## config.mk

```make
export PLATFORM = sky130hd
export DESIGN_NAME = xmem_arbiter
export DESIGN_NICKNAME = d
export VERILOG_FILES = /design/src/rtl/xmem_arb_pkg.sv /design/src/rtl/xmem_arb_ram.sv /design/src/rtl/xmem_arbiter.sv
export SDC_FILE = /design/constraint.sdc
export NUM_CORES = 1
export LEC_CHECK = 0
export ABC_AREA = 0
export CAP_MARGIN = 30
export CORE_MARGIN = 2
export CORE_UTILIZATION = 50
export DETAILED_ROUTE_END_ITERATION = 8
export PLACE_DENSITY = 0.7
export SLEW_MARGIN = 15
export SYNTH_ARGS = -nofsm -noshare
export SYNTH_HDL_FRONTEND = slang
export SYNTH_SLANG_ARGS = --single-unit
```

## constraint.sdc

```tcl
create_clock -name bus_clk -period 3.63 [get_ports bus_clk]
set_input_delay 0.363 -clock bus_clk [delete_from_list [all_inputs] [get_ports bus_clk]]
set_output_delay 0.363 -clock bus_clk [all_outputs]
set_load 0.005 [all_outputs]
```

## src/rtl/xmem_arb_pkg.sv

```systemverilog
// Shared types and defaults for the xmem_arbiter register-bank arbiter.
// The optional XMEM_ARB_STATS_EN statistics build uses sat_inc16.
package xmem_arb_pkg;

   localparam int ADDR_W_DEF = 5;
   localparam int DATA_W_DEF = 32;

   typedef enum logic [1:0] {
      PF_IDLE,
      PF_NEED,
      PF_BUSY,
      PF_VALID
   } pf_state_t;

   typedef enum logic {
      SIDE_HOST,
      SIDE_LOC
   } arb_side_t;

   function automatic logic [15:0] sat_inc16(input logic [15:0] v);
      return (v == 16'hFFFF) ? v : v + 16'd1;
   endfunction

endpackage

```

## src/rtl/xmem_arb_ram.sv

```systemverilog
// Single-port synchronous RAM: one read or write per enabled cycle, 1-cycle read latency.
module xmem_arb_ram #(
   parameter int ADDR_W = 5,
   parameter int DATA_W = 32
) (
   input  logic              clk,
   input  logic              en,
   input  logic              we,
   input  logic [ADDR_W-1:0] addr,
   input  logic [DATA_W-1:0] wdata,
   output logic [DATA_W-1:0] rdata
);

   localparam int DEPTH = 2 ** ADDR_W;

   logic [DATA_W-1:0] mem [DEPTH];

   always_ff @(posedge clk) begin
      if (en) begin
         if (we) mem[addr] <= wdata;
         else    rdata     <= mem[addr];
      end
   end

endmodule

```

## src/rtl/xmem_arbiter.sv

```systemverilog
// Arbitrates a register bank between the Xillybus mem_32 host stream and one local requester.
// Optional grant/conflict statistics are enabled with `define XMEM_ARB_STATS_EN.
module xmem_arbiter
   import xmem_arb_pkg::*;
#(
   parameter int ADDR_W = ADDR_W_DEF,
   parameter int DATA_W = DATA_W_DEF
) (
   input  logic              bus_clk,
   input  logic              trn_reset_n,
   input  logic              user_w_mem_32_wren,
   input  logic [DATA_W-1:0] user_w_mem_32_data,
   output logic              user_w_mem_32_full,
   input  logic              user_w_mem_32_open,
   input  logic              user_r_mem_32_rden,
   output logic [DATA_W-1:0] user_r_mem_32_data,
   output logic              user_r_mem_32_empty,
   output logic              user_r_mem_32_eof,
   input  logic              user_r_mem_32_open,
   input  logic [ADDR_W-1:0] user_mem_32_addr,
   input  logic              user_mem_32_addr_update,
   input  logic              loc_req,
   input  logic              loc_we,
   input  logic [ADDR_W-1:0] loc_addr,
   input  logic [DATA_W-1:0] loc_wdata,
   output logic              loc_gnt,
   output logic              loc_rvalid,
   output logic [DATA_W-1:0] loc_rdata,
   output pf_state_t         pf_state_dbg
`ifdef XMEM_ARB_STATS_EN
   ,
   input  logic              stat_clr,
   output logic [15:0]       stat_host_grants,
   output logic [15:0]       stat_loc_grants,
   output logic [15:0]       stat_conflicts
`endif
);

   logic              arb_en;
   logic              wbuf_valid;
   logic [ADDR_W-1:0] wbuf_addr;
   logic [DATA_W-1:0] wbuf_data;
   pf_state_t         pf_state;
   logic [ADDR_W-1:0] pf_addr;
   arb_side_t         last_side;

   logic              host_rd_req;
   logic              host_req;
   logic              gnt_host;
   logic              gnt_loc;
   logic              host_wr_gnt;
   logic              host_rd_gnt;
   logic              wr_hit_pf;
   logic              wbuf_load;

   logic              ram_en;
   logic              ram_we;
   logic [ADDR_W-1:0] ram_addr;
   logic [DATA_W-1:0] ram_wdata;
   logic [DATA_W-1:0] ram_rdata;

   // Valid/ready contract: the host may pulse wren only while full=0; the local side
   // holds loc_req with a stable command until the cycle loc_gnt is high.
   always_comb begin
      host_rd_req = (pf_state == PF_NEED) & user_r_mem_32_open & ~wbuf_valid;
      host_req    = wbuf_valid | host_rd_req;
      gnt_host    = arb_en & host_req & (~loc_req | (last_side == SIDE_LOC));
      gnt_loc     = arb_en & loc_req & ~gnt_host;
      host_wr_gnt = gnt_host & wbuf_valid;
      host_rd_gnt = gnt_host & ~wbuf_valid;
      wr_hit_pf   = (host_wr_gnt & (wbuf_addr == pf_addr)) |
                    (gnt_loc & loc_we & (loc_addr == pf_addr));
      wbuf_load   = user_w_mem_32_wren & user_w_mem_32_open & ~user_w_mem_32_full;

      ram_en    = gnt_host | gnt_loc;
      ram_we    = host_wr_gnt | (gnt_loc & loc_we);
      ram_addr  = loc_addr;
      ram_wdata = loc_wdata;
      if (gnt_host) begin
         ram_addr  = wbuf_valid ? wbuf_addr : user_mem_32_addr;
         ram_wdata = wbuf_data;
      end
   end

   assign user_w_mem_32_full  = wbuf_valid & ~host_wr_gnt;
   assign user_r_mem_32_empty = (pf_state != PF_VALID);
   assign user_r_mem_32_eof   = 1'b0;
   assign loc_gnt             = gnt_loc;
   assign loc_rdata           = loc_rvalid ? ram_rdata : '0;
   assign pf_state_dbg        = pf_state;

   xmem_arb_ram #(
      .ADDR_W (ADDR_W),
      .DATA_W (DATA_W)
   ) u_ram (
      .clk   (bus_clk),
      .en    (ram_en),
      .we    (ram_we),
      .addr  (ram_addr),
      .wdata (ram_wdata),
      .rdata (ram_rdata)
   );

   // arb_en holds off grants until the first edge after reset release.
   always_ff @(posedge bus_clk or negedge trn_reset_n) begin
      if (!trn_reset_n) begin
         arb_en             <= 1'b0;
         wbuf_valid         <= 1'b0;
         wbuf_addr          <= '0;
         wbuf_data          <= '0;
         last_side          <= SIDE_LOC;
         loc_rvalid         <= 1'b0;
         pf_state           <= PF_IDLE;
         pf_addr            <= '0;
         user_r_mem_32_data <= '0;
      end else begin
         arb_en     <= 1'b1;
         loc_rvalid <= gnt_loc & ~loc_we;

         if (wbuf_load) begin
            wbuf_valid <= 1'b1;
            wbuf_addr  <= user_mem_32_addr;
            wbuf_data  <= user_w_mem_32_data;
         end else if (host_wr_gnt) begin
            wbuf_valid <= 1'b0;
         end

         if (gnt_host)     last_side <= SIDE_HOST;
         else if (gnt_loc) last_side <= SIDE_LOC;

         if (!user_r_mem_32_open) begin
            pf_state <= PF_IDLE;
         end else begin
            case (pf_state)
               PF_IDLE: pf_state <= PF_NEED;
               PF_NEED: begin
                  if (host_rd_gnt) begin
                     pf_addr  <= user_mem_32_addr;
                     pf_state <= PF_BUSY;
                  end
               end
               PF_BUSY: begin
                  // A seek or overlapping write makes the in-flight word stale.
                  if (user_mem_32_addr_update | wr_hit_pf) begin
                     pf_state <= PF_NEED;
                  end else begin
                     user_r_mem_32_data <= ram_rdata;
                     pf_state           <= PF_VALID;
                  end
               end
               PF_VALID: begin
                  if (user_r_mem_32_rden | user_mem_32_addr_update | wr_hit_pf)
                     pf_state <= PF_NEED;
               end
               default: pf_state <= PF_IDLE;
            endcase
         end
      end
   end

`ifdef XMEM_ARB_STATS_EN
   always_ff @(posedge bus_clk or negedge trn_reset_n) begin
      if (!trn_reset_n) begin
         stat_host_grants <= '0;
         stat_loc_grants  <= '0;
         stat_conflicts   <= '0;
      end else if (stat_clr) begin
         stat_host_grants <= '0;
         stat_loc_grants  <= '0;
         stat_conflicts   <= '0;
      end else begin
         if (gnt_host) stat_host_grants <= sat_inc16(stat_host_grants);
         if (gnt_loc)  stat_loc_grants  <= sat_inc16(stat_loc_grants);
         if (arb_en & host_req & loc_req) stat_conflicts <= sat_inc16(stat_conflicts);
      end
   end
`endif

endmodule

```

==> metrics.md, run 1 <==
| Metric | Value |
|---|---|
| CP startpoint | `pf_state_dbg[1]` |
| TritonCTS clock tree | `done` |
| Avg Cell Area, Syn | `about 18 um^2` |
| Setup-failing EPs final | `0` |
| CP Max Fanout | `13` |
| RR Startpoint | `pf_state_dbg[1]` |
| Slew HR | `37.25%` |
| CP max-delay cell | `o31ai_1` |
| Worst slew pin tran | `approximately 930 ps` |
| Die Y | `300.0 um` |
| Number of synthesized register bits | `about 1100` |
| Clk_skew | `approximately 14 ps` |
| H-tree Lvls | `3` |
| Status | `finished clean` |
| GRT Util Overall | `about a quarter` |
| Cell area after synthesis | `43810 um^2` |
| Most common cell after layout, fill and taps aside | `edfxtp_1` |
| Worst-path clk slew | `around 60 ps` |
| Via/cell ratio | `~6` |
| CP endpoint | `u_ram.rdata[0]` |
| ANT cells | `0` |
| Mapped Cells | `roughly 2500` |
| Commonest non-fill, non-tap cells in the layout | `edfxtp_1, mux2i_1, o22ai_1` |
| Fin crit period | `between 3000 and 4000 ps` |
| Dpl hpwl | `roughly 70 mm` |
| Library cells used by synthesis | `between 40 and 50` |
| Synth warn | `0` |
| # Post-CTS Setup Buffers | `0` |
| Layout Nets | `roughly 2900` |
| Chip width | `300.0 um` |
| Rows | `~110` |
| Initial core utilization | `50.50%` |
| Root Buffer | `clkbuf_16` |
| Critical path data arrival time | `~4000 ps` |
| DR iter-0 viols | `approximately 3100` |
| IO Pins | `154` |
| Cts bufs inserted | `106` |
| Die area | `90010 um^2` |
| Leading area contributor after synthesis | `edfxtp_1` |
| Max stage delay on crit path | `520 ps` |
| Reg-to-reg endpoint | `u_ram.rdata[0]` |
| Worst reg2reg path depth | `12` |
| Dpl cell area | `~49000 um^2` |
| Max_cap viols | `0` |
| Multi-input gate area | `9782 um^2` |
| Required @ worst endpoint | `a little over 4000 ps` |
| RePlAce Congestion | `approximately 0.86` |
| Maximum clock insertion buffer count | `3` |
| WL per Instance | `just under 30 um` |
| First-pass GRT wire length | `~170 mm` |
| Synth top area share | `between 70 and 80%` |
| Register Area | `33710 um^2` |
| Clk_lat worst skew | `~670 ps` |
| Kind of critical path | `register to register` |
| Hold WS | `between 200 and 300 ps` |
| Synth Net Count | `2563` |
| Clock sinks | `roughly 1100` |
| Hold Fails Final Rpt | `0` |
| Fill cells | `between 6000 and 7000` |
| Input/output buffers | `roughly 150` |
| Top cells by area, synth | `edfxtp_1, mux2i_1, dfrtp_1` |
| Critical path's most frequent cell | `buf_4` |
| Area growth syn-to-layout | `19.65%` |
| Final Instance Area | `roughly 52000 um^2` |
| Critical-path cell list | `inv_1 -> ha_1 -> a21oi_1 -> o31ai_1 -> nand3_1 -> nand4_1 -> buf_12 -> buf_4 -> o22ai_1 -> nor4_2 -> buf_4 -> nand2_1` |
| DRT antenna net count | `0` |
| Pwr Total | `around 31000 uW` |
| Fraction of layout cells with a size suffix above 1 | `between 10% and 20%` |
| HP Class | `input port to async pin` |
| Largest net degree at the start of global routing | `50` |
| Reg-to-reg slack, setup | `about 45 ps` |
| Startpoint class of the critical path | `register` |
| RSZ-0062 raised after global routing | `yes` |
| Crit end category | `register` |
| Vias in the first global route | `24780` |
| F_max | `approximately 280 MHz` |
| DR vias | `25030` |
| Congestion Overflow GR | `0` |
| Slew Limit Fails | `0` |
| Initial antenna violation count | `1` |
| Leak Pwr | `between 0.015 and 0.02 uW` |
| Final routed DRC violation total | `0` |
| Final WL | `about 120 mm` |
| Sequential area share after synthesis | `a little under 80%` |
| Worst VDD drop | `0.0004272 V` |
| PD cells | `597.3 nW/um^2` |
| Core box area | `a little under 90000 um^2` |
| Crit share post-route | `around 99%` |
| First-pass DRT Iterations | `6` |
[power breakdown]
part | total, uW | switching, uW | internal, uW
logic | 4730 | 2700 | 2030
clock network | 10800 | 4690 | 6130
registers | 15800 | 385 | 15400
[state kept, by name (all words and copies together), names as in the netlist]
register / cells
u_ram.mem: 1024
u_ram.rdata: 32
user_r_mem_32_data: 32
wbuf_data: 32
pf_addr: 5
wbuf_addr: 5
pf_state_dbg: 2
arb_en: 1
last_side: 1
loc_rvalid: 1
wbuf_valid: 1
[metal layers]
layer	global-route usage, %	wire [um]	up-vias	part of all wire [%]
met2	41.71	56090	1447	47
met5	0	0	-	0
met3	5.000	12460	195	10
met4	7.667	3199	0	2.7
met1	37.30	47680	12830	40
li1	-	-	10560	-
[layout make-up]
cell class | instances | share of cell area (%)
clock buffers | 143 | 5.638
clock inverters | 50 | 0.8402
inverters | 7 | 0.05012
multi-input cells | 1204 | 18.66
flip-flops and latches | 1136 | 64.31
well taps | 1155 | 2.757
repair buffers | 369 | 7.743
[critical path, delay by kind of cell (launching register included)]
kind / cells / cell delay (ps)
adders and majority gates: 1 / 200
and+or+nand+nor: 4 / 1120
DFF: 1 / 430
AOI/OAI and AO/OA: 3 / 830
buffers and inverters: 4 / 740
[cell usage after synthesis]
master and n:
and2_1 34, nand2_1 142, nand2b_1 3, dfstp_2 1
buf_1 7, edfxtp_1 1056, a221o_1 2, nand4_1 12
o22ai_1 256, inv_1 7, conb_1 2, ha_1 4
a211o_1 1, a221oi_4 2, a21o_1 1, and3_1 3
or2_2 1, nor2_1 43, or4_4 1, nand3_2 1
nor4_2 1, mux2_2 75, o21ai_0 3, o31ai_1 1
nor4_1 67, nor3_1 3, nand3_1 11, a31oi_1 2
clkbuf_1 31, a21oi_1 5, buf_4 2, a2111oi_0 1
a211oi_1 1, o2111ai_1 1, xnor2_1 3, dfrtp_1 79
nor2b_1 1, a311oi_2 1, xor2_1 7, mux2i_1 512
nand3b_1 1, buf_2 88, clkbuf_2 1
[how the worst min path moves through the flow]
stage                        endpoint  slack [ps]                   from
6_report                 wbuf_data[0]         260            trn_reset_n
5_1_grt                  wbuf_data[0]         300  user_w_mem_32_data[0]
4_1_cts                  wbuf_data[0]         270            trn_reset_n
3_5_place_dp            wbuf_data[30]         430            trn_reset_n
3_3_place_gp   user_r_mem_32_data[27]         430            trn_reset_n
2_1_floorplan                  arb_en          70            trn_reset_n
[metrics by stage]
stage | setup slack, ps | setup TNS (ps) | util [%] | std cells
4_1_cts | 37.41 | 0 | 60.39 | 4063
2_1_floorplan | -209.7 | -106830 | - | 2476
6_report | 44.85 | 0 | 60.43 | 4064
3_3_place_gp | -133.6 | -176.2 | 56.47 | 3869
5_1_grt | -74.87 | -74.87 | 60.43 | 4064
3_5_place_dp | -217.2 | -414.4 | 56.47 | 3869
[timing repair]
item                                    4_1_cts  5_1_grt
gates resized for setup                       0        2
endpoints found under the hold margin        47        0
hold buffers                                  1        0
endpoints found under the setup margin        0        2
[cell families after synthesis]
| group | Yosys count | share of synthesized area [%] |
|---|---|---|
| simple gates | 324 | 3.567 |
| flops | 1136 | 76.95 |
| fa+ha+maj | 4 | 0.1142 |
| buf+inv | 136 | 1.437 |
| mux | 587 | 13.63 |
| compound gates | 277 | 4.087 |
| other cells | 2 | 0.01714 |
| xor+xnor | 10 | 0.1999 |
No activity file was read; power rests on OpenSTA's default activity.
==> inputs of run 2 (changes only) <==
==> constraint.sdc (replaced) <==
create_clock -name bus_clk -period 3 [get_ports bus_clk]
set_input_delay 0.6 -clock bus_clk [delete_from_list [all_inputs] [get_ports bus_clk]]
set_output_delay 0.6 -clock bus_clk [all_outputs]
set_load 0.005 [all_outputs]
==> run 2 against run 1 <==
Against the previous run:
- the run now ends with negative setup slack left
- core utilization grew 5.6 points
- first-iteration DRC count grew 20%
- critical endpoint is now u_ram.rdata[8]
- non-clock buffer count is 271 higher
==> metrics.md, run 2 (synthesis results as in run 1) <==
| Metric | Value |
|---|---|
| Clock sinks | `between 1000 and 1500` |
| Commonest non-fill, non-tap cells in the layout | `edfxtp_1, mux2i_1, buf_4` |
| Layout Nets | `around 3200` |
| PD cells | `around 700 nW/um^2` |
| Maximum clock insertion buffer count | `3` |
| TritonCTS clock tree | `done` |
| Clock Power Share | `33.9%` |
| Leak Pwr | `about 0.021 uW` |
| Required @ worst endpoint | `between 3000 and 4000 ps` |
| IO Pins | `around 150` |
| CP Max Fanout | `19` |
| Max reg flops | `between 1000 and 1500` |
| Worst-path clk slew | `~60 ps` |
| H-tree Lvls | `3` |
| Rows | `108` |
| WL per Instance | `30.48 um` |
| Worst slew pin tran | `744.8 ps` |
| Pre-CTS setup slack | `-1222 ps` |
| RR Startpoint | `pf_state_dbg[0]` |
| Worst reg2reg path depth | `13` |
| Reg-to-reg endpoint | `u_ram.rdata[8]` |
| Failing checks | `negative setup slack` |
| RePlAce Congestion | `about 0.9` |
| CP max-delay cell | `dfrtp_1` |
| Kind of critical path | `register to register` |
| Critical-path cell list | `ha_4 -> nand2_4 -> nor4_4 -> buf_4 -> a211oi_4 -> buf_6 -> buf_12 -> buf_16 -> buf_12 -> mux2i_1 -> o22ai_1 -> nor4_2 -> nand2_1` |
| Vias in the first global route | `~26000` |
| Dpl hpwl | `approximately 77 mm` |
| Slew HR | `between 40% and 50%` |
| Fin crit period | `3056 ps` |
| Congestion Overflow GR | `0` |
| Initial antenna violation count | `3` |
| Most flop-heavy register | `u_ram.mem` |
| RSZ-0062 raised after global routing | `yes` |
| Total Negative Setup Slacks | `-296.4 ps` |
| Pwr Total | `between 40000 and 50000 uW` |
| Dpl cell area | `51070 um^2` |
| Largest net degree at the start of global routing | `45` |
| Highest routed layer | `met5` |
| Met1 Routed Length | `50.55 mm` |
| Gate power share | `18.8%` |
| Chip width | `300.0 um` |
| Placed insts | `~4000` |
| CP Buf/Inv Count | `5` |
| Reg power frac | `47.4%` |
| Reg-to-reg slack, setup | `-60 ps` |
| DRT antenna net count | `0` |
| Sw Pwr | `around 10000 uW` |
| First-pass DRT Iterations | `5` |
| Fraction of layout cells with a size suffix above 1 | `between 20% and 30%` |
| Fin cells | `~4300` |
| Most common cell after layout, fill and taps aside | `edfxtp_1` |
| F_max | `between 300 and 400 MHz` |
| Cts bufs inserted | `~110` |
| Die Y | `between 300 and 400 um` |
| Final routed DRC violation total | `0` |
| First-pass GRT wire length | `around 180 mm` |
| Critical path data arrival time | `3440 ps` |
| Area growth syn-to-layout | `30.83%` |
| DR iter-0 viols | `~3800` |
| Startpoint class of the critical path | `register` |
| Critical path's most frequent cell | `buf_12` |
| Met2 routed WL | `61.03 mm` |
| Slew Limit Fails | `0` |
| Status | `finished with violations` |
| Crit share post-route | `101.9%` |
| DR vias | `approximately 27000` |
| PnR worst setup slack | `-56.17 ps` |
| Input/output buffers | `152` |
| Cell internal pwr | `about 30000 uW` |
| Core box area | `slightly below 90000 um^2` |
| Crit end category | `register` |
| Final WL | `132.3 mm` |
| Met3 WL post-DR | `approximately 15 mm` |
| Setup-failing EPs final | `11` |
| Via/cell ratio | `roughly 6.2` |
| Hold Fails Final Rpt | `0` |
| Worst VDD drop | `between 0.0005 and 0.0006 V` |
| Clk_skew | `27.29 ps` |
| Crit path max-delay family | `buffers and inverters` |
| Initial core utilization | `50.50%` |
| Root Buffer | `clkbuf_16` |
| HP Class | `input port to async pin` |
| Max stage delay on crit path | `between 400 and 500 ps` |
| Net Sw Frac | `approximately a quarter` |
| GRT Util Overall | `about 28%` |
| Final Instance Area | `between 50000 and 60000 um^2` |
| Max_cap viols | `0` |
| Clk_lat worst skew | `approximately 690 ps` |
| Die area | `90010 um^2` |
==> run 2: final cells by class <==
cell class / count / area [um^2]
inverter: 7 / 26.28
antenna: 2 / 5.005
sequential: 1136 / 33710
clock buffer: 131 / 2830
clock inverter: 65 / 700.7
fill: 5455 / 29440
multi-input combinational: 1204 / 10630
tap: 1155 / 1445
timing repair buffer: 640 / 7969
==> run 2: how the worst max path moves through the flow <==
stage	from	end	cells past startpoint
final	pf_state_dbg[0]	u_ram.rdata[8]	13
after global routing	pf_state_dbg[1]	u_ram.rdata[5]	15
after CTS	pf_state_dbg[1]	u_ram.rdata[18]	13
after detailed placement	loc_req	u_ram.rdata[22]	12
after global placement	loc_req	u_ram.rdata[22]	12
after floorplan	loc_req	u_ram.mem[0][0]	7
==> run 2: timing repair <==
action | in CTS | in global routing
gates resized for setup | 72 | 170
buffers inserted | 47 | 51
hold buffers | 1 | 0
pin swaps | 26 | 60
endpoints found under the setup margin | 313 | 127
hold endpoints to repair | 41 | 0
gates cloned | 9 | 13
==> run 2: power by group through the flow <==
stage               logic [uW]  registers (uW)  clock network, uW
CTS                       6870           19000              13700
global placement          6180           19300                  0
detailed placement        6330           19400                  0
floorplan                 3080           19200                  0
finish                    7550           19100              13600
global route              7870           19100              14300
==> run 2: per-layer routing <==
metal	track usage (%)	vias to the layer above
met5	0	-
met4	10.31	4
met3	5.253	305
met2	43.86	1795
met1	39.75	13690
li1	-	11140
==> run 2: metrics by stage <==
stage / utilization, % / hold WS (ps)
3_3_place_gp: 58.87 / 482.8
2_1_floorplan: - / 304.4
3_5_place_dp: 58.87 / 493.2
4_1_cts: 64.23 / 455.1
6_report: 66.07 / 454.8
5_1_grt: 66.06 / 507.5
